File: src/rtl/alu16.sv
// 16-bit ADD/SUB/SHIFT/NAND ALU with registered result, zero and carry flags.
// Latency: 1 cycle, one operation per clock; no handshake, never stalls.
module alu16 (
    input  logic        clk,
    input  logic        rst_n,
    input  logic [15:0] a,
    input  logic [15:0] b,
    input  logic [1:0]  op,
    output logic [15:0] ans,
    output logic        zero,
    output logic        carry
);

    typedef enum logic [1:0] {
        OP_ADD   = 2'b00,
        OP_SUB   = 2'b01,
        OP_SHIFT = 2'b10,
        OP_NAND  = 2'b11
    } op_t;

    logic [16:0] sum;
    logic [16:0] diff;
    logic [16:0] lsl_ext;
    logic [16:0] lsr_ext;
    logic [3:0]  shamt;
    logic        shdir;
    logic [15:0] res;
    logic        res_carry;

    assign sum  = {1'b0, a} + {1'b0, b};
    assign diff = {1'b0, a} - {1'b0, b};

    // Shifts see only b[4:0]; the extra guard bit catches the last bit shifted out.
    assign shdir   = b[0];
    assign shamt   = b[4:1];
    assign lsl_ext = {1'b0, a} << shamt;
    assign lsr_ext = {a, 1'b0} >> shamt;

    always_comb begin
        res       = 16'h0000;
        res_carry = 1'b0;
        case (op_t'(op))
            OP_ADD: begin
                res       = sum[15:0];
                res_carry = sum[16];
            end
            OP_SUB: begin
                res       = diff[15:0];
                res_carry = diff[16];
            end
            OP_SHIFT: begin
                if (shdir) begin
                    res       = lsr_ext[16:1];
                    res_carry = lsr_ext[0];
                end else begin
                    res       = lsl_ext[15:0];
                    res_carry = lsl_ext[16];
                end
            end
            OP_NAND: begin
                res       = ~(a & b);
                res_carry = 1'b0;
            end
            default: begin
                res       = 16'h0000;
                res_carry = 1'b0;
            end
        endcase
    end

    always_ff @(posedge clk) begin
        if (!rst_n) begin
            ans   <= 16'h0000;
            zero  <= 1'b1;
            carry <= 1'b0;
        end else begin
            ans   <= res;
            zero  <= (res == 16'h0000);
            carry <= res_carry;
        end
    end

endmodule

File: config.mk
export PLATFORM = sky130hd
export DESIGN_NAME = alu16
export DESIGN_NICKNAME = d
export VERILOG_FILES = /design/src/rtl/alu16.sv
export SDC_FILE = /design/constraint.sdc
export NUM_CORES = 1
export LEC_CHECK = 0
export CAP_MARGIN = 10
export CORE_MARGIN = 3
export CORE_UTILIZATION = 58
export DETAILED_ROUTE_END_ITERATION = 10
export MAX_ROUTING_LAYER = met4
export PLACE_DENSITY = 0.83
export SETUP_SLACK_MARGIN = 0.02
export SYNTH_ARGS = -nofsm -noshare
export SYNTH_HDL_FRONTEND = slang
export SYNTH_SLANG_ARGS = --single-unit
File: constraint.sdc
create_clock -name clk -period 6.4 [get_ports clk]
set_input_delay 1.92 -clock clk [delete_from_list [all_inputs] [get_ports clk]]
set_output_delay 1.92 -clock clk [all_outputs]
set_load 0.02 [all_outputs]
After elaboration in Yosys (flattened, before gate mapping)
Cells that the tools add are included.

operators by class
  equal/unequal tests = 3
  multiplexer cells = 4
  add/subtract/negate cells = 2
  bitwise logic cells = 2
  reduce and logical (&&, ||, !) cells = 2
  shift operators = 2

operators by type and width
  operator              count
  $pmux W16 S4          1
  $add A16 B16 Y17      1
  $shl A16 B4 Y17       1
  $shr A17 B4 Y17       1
  $sub A16 B16 Y17      1
  $and A16 B16 Y16      1
  $logic_not A16 Y1     1
  $mux W16              1
  $not A16 Y16          1
  $eq A2 B2 Y1 const B  2
  $pmux W1 S4           1
  $eq A2 B1 Y1 const B  1
  $logic_not A2 Y1      1
  $mux W1               1

word-level totals
  register bits = 18
  output and inout port bits = 18
  input port bits = 36

Logic depth before layout (Yosys ltp)
  word-level depth = 4
  gate-level depth with buffers = 17
  gate-level depth less buffers = 12

Worst setup path after synthesis
No wires, ideal clock.

  path type = input to register
  start point = in b[2]
  end point = reg zero
  setup time = 87 ps
  cell stages on the path = 17
  arrival = 5549 ps
  path buffers = 6
  required time = 6313 ps
  setup slack = 764 ps
  cell sequence = buf_6 buf_12 buf_8 buf_2 clkbuf_1 inv_1 ha_1 buf_2 o21ba_2 nor4_1 o31ai_1 a211oi_1 xor2_1 o21ai_1 or4_1 or4_1 o31ai_1

on the way
  cells in the longest elaborated chain, start to end = 4
  elaborated cells between the ends (all ways) = 9

RTL lines
  item                                                      RTL line  RTL
  start, declared                                           7         input logic [15:0] b,
  branches (longest 2 deep; another with $sub A16 B16 Y17)  -
  $pmux W16 S4 (*)                                          42        case (op_t'(op))
  $logic_not A16 Y1 (*)                                     78        zero <= (res == 16'h0000);
  end signal, assigned                                      78
  end, declared                                             10        output logic zero,

Every way passes the cells marked *.
A chain may end at the register's enable or synchronous reset.

Worst setup path in the final report
  start point = in a[1]
  end point = reg zero

on the way
  cells in the longest elaborated chain, start to end = 4
  elaborated cells between the ends (all ways) = 9

RTL lines
  item                                                      RTL line  RTL
  start, declared                                           6         input logic [15:0] a,
  branches (longest 2 deep; another with $sub A16 B16 Y17)  -
  $pmux W16 S4 (*)                                          42
  $logic_not A16 Y1 (*)                                     78

Marks and branches as above.

==> results.ini <==
[synth]
synth_top_family_by_area=compound AO/OA/AOI/OAI gates
synth-seq-cells=18
syn_avg_cell_area_um2=7.15
ys.flop_type=dfxtp_1
syn_inst=575
synth.most_common_cell=nand2_1
synth_edf_count=0
synth_top_area_share_pct=10.0
ys_top_cells_by_area=ha_1, dfxtp_1, mux2i_1, a21oi_1, o21ai_0
synth_compound_area_share_pct=32.0
synthAdderAreaFrac_pct=11.0
syn-cell-area_um2=4110
yosysWarnings=0
synthXorXnorAreaFrac_pct=2.34
yosysSeqAreaShare_pct=8.77
synthMuxAreaShare_pct=15.0
yosysTopAreaCell=ha_1
yosys-top-cells-count=nand2_1, nor2_1, a21oi_1, o21ai_0, mux2i_1
ys_types=68
async_flop_share_pct=0
syn_nets=646
synthSimpleGateAreaFrac_pct=22.4

[die]
die_width_um=90.2
io_pins=54
die_h_um=90.2
rows=30
dieArea_um2=8130
start_util_pct=60.2
core_um2=6830

[routing]
dr_total_vias=4747
wl_mm=14.0
wl_per_cell_um=20.1
vias_per_cell=6.79
drc_errors=0
drt-initial-drc-count=573
antenna_left=0
first_pass_iters=5

[layout]
antenna_cells=0
syn2layout_area_growth_pct=14.7
drive_gt1_share_pct=6.80
finalInstanceArea_um2=4710
post-route-util_pct=69.0
n_fill_cell=620
fin_cells=699
final_nets=676

[timing]
finalCritPeriodShare_pct=87.7
setup_viol=0
max_slew_margin_pct=45.3
slew_violations=0
final.setup.tns_ps=0
fin_ws_ps=787
hold_viol_final=0
max_freq_mhz=178
period_minus_slack_ps=5610
max_slew.worst_pin.slew_ps=812
rsz0062_at_grt=no

[outcome]
status=finished, final reports clean

[cts]
cts_setup_buffers=0
cts_resized=0
cts.clk_slew.worst_paths_ps=60
h-tree-depth=1
cts_tree=yes
cts_num_sinks=18
holdBufCountCts=0
cts-root-buf=clkbuf_8
clockBufferDepth=2
cts_buffers=3

[power_and_ir_drop]
p_int_uw=333
pwr-share-clk_pct=12.2
irDropWorstVdd_mv=0.0738
switching_share_pct=44.8
power_leakage_nw=1.98
combPwrFrac_pct=66.7
powerDensity_nw_per_um2=128
seqPwrFrac_pct=21.1
p_sw_uw=270

[min_path]
hold_path.class=primary input to register
min_path_cells=2
hp-start=rst_n

[place]
pre_cts_ws_ps=577
place_inst=696
placed_area_um2=4670
port_buffers=53
gp_congestion=1.00
place_hpwl_mm=10.9

[critical_path]
crit_path_end_kind=register
critPathLaunch=a[1]
worstPathMaxFanout=9
crit_path_start_kind=primary input
worstSetupPathType=primary input to register
arrival_ps=5780
required_ps=6560

[global_route]
grt_overflow=0
grt_pass1_vias=4346
grt_pass1_wl_mm=22.7
antenna_found_initial=0
grt_max_degree=60
grt_use_total_pct=34.7

[job]
cap_violations=0

[final cells by class]
class                           instances  area, um^2  area share [%]
Clock buffer                            3        41.3           0.876
Sequential cell                        18         360            7.65
Multi-Input combinational cell        478        3400            72.2
Timing Repair Buffer                   69         658            14.0
Tap cell                               96         120            2.55
Inverter                               35         131            2.79
[through the flow]
step           hold WS, ps  power (mW)
3_3_place_gp          2640       0.515
2_1_floorplan         2040       0.392
3_5_place_dp          2630       0.521
6_report              2400       0.603
5_1_grt               2480       0.644
4_1_cts               2400       0.594
[worst paths after layout]
kind | to | slack, ps
worst max-delay path | zero | 790
worst min-delay path | zero | 2400
[cells in the final DEF, fill, tap and decap left out, types with 4 or more instances in the layout]
cell type        instances
mux2i_1                 36
a21o_1                   9
a221oi_1                 7
and3_1                   4
and2_1                  14
mux4_2                   8
o2111ai_1                5
nor2b_1                  6
o22ai_1                  6
buf_4                   15
o41ai_1                  4
ha_1                    33
dfxtp_1                 18
or3_1                    4
o21ai_0                 41
nand2_1                 47
nor3_1                   8
inv_1                   33
o221ai_1                 4
o31ai_1                  7
a21oi_1                 42
or2_2                    4
nand3_1                 20
a211oi_1                11
nand2b_1                18
a31oi_1                  6
xor2_1                   4
clkdlybuf4s50_1         52
o211ai_1                 8
xnor2_1                  7
a211o_1                  4
nor2_1                  44
o21ai_1                  4
nor4_1                  10
[per-layer routing]
| layer | routed length (um) | share of wire, % | GRT usage [%] |
|---|---|---|---|
| met2 | 6520 | 46 | 56.4 |
| met1 | 5610 | 40 | 44.0 |
| met4 | 603 | 4.3 | 13.1 |
| met5 | 0 | 0 | - |
| met3 | 1320 | 9.4 | 4.35 |
[sequential cells by signal, indices dropped and copies added, names as in the netlist]
name   flops
carry      1
ans       16
zero       1
[critical path, cell delays in order]
cell             delay [ps]
clkdlybuf4s50_1         660
inv_1                   160
fa_1                    480
o21ba_2                 250
nor4_1                  360
o31ai_1                 130
a211oi_1                290
xor2_1                  170
o21ai_1                  80
or4_1                   520
or4_1                   540
o31ai_1                 230
[logic make-up (layout without fill, tap and decap cells)]
| kind of cell | after synthesis | in the layout |
|---|---|---|
| AND/OR/NAND/NOR | 188 | 188 |
| multiplexers | 50 | 50 |
| XOR/XNOR | 11 | 11 |
| buffers and inverters | 79 | 107 |
| flip-flops | 18 | 18 |
| AO/OA/AOI/OAI | 194 | 194 |
| adder cells (fa/ha/maj) | 35 | 35 |
[power by group through the flow]
stage	registers (mW)	clock network [mW]	logic (mW)
detailed placement	0.130	0	0.391
finish	0.127	0.0734	0.402
global route	0.129	0.0816	0.433
global placement	0.130	0	0.385
floorplan	0.146	0	0.246
CTS	0.128	0.0735	0.393
Power figures use the tool's default switching activity.
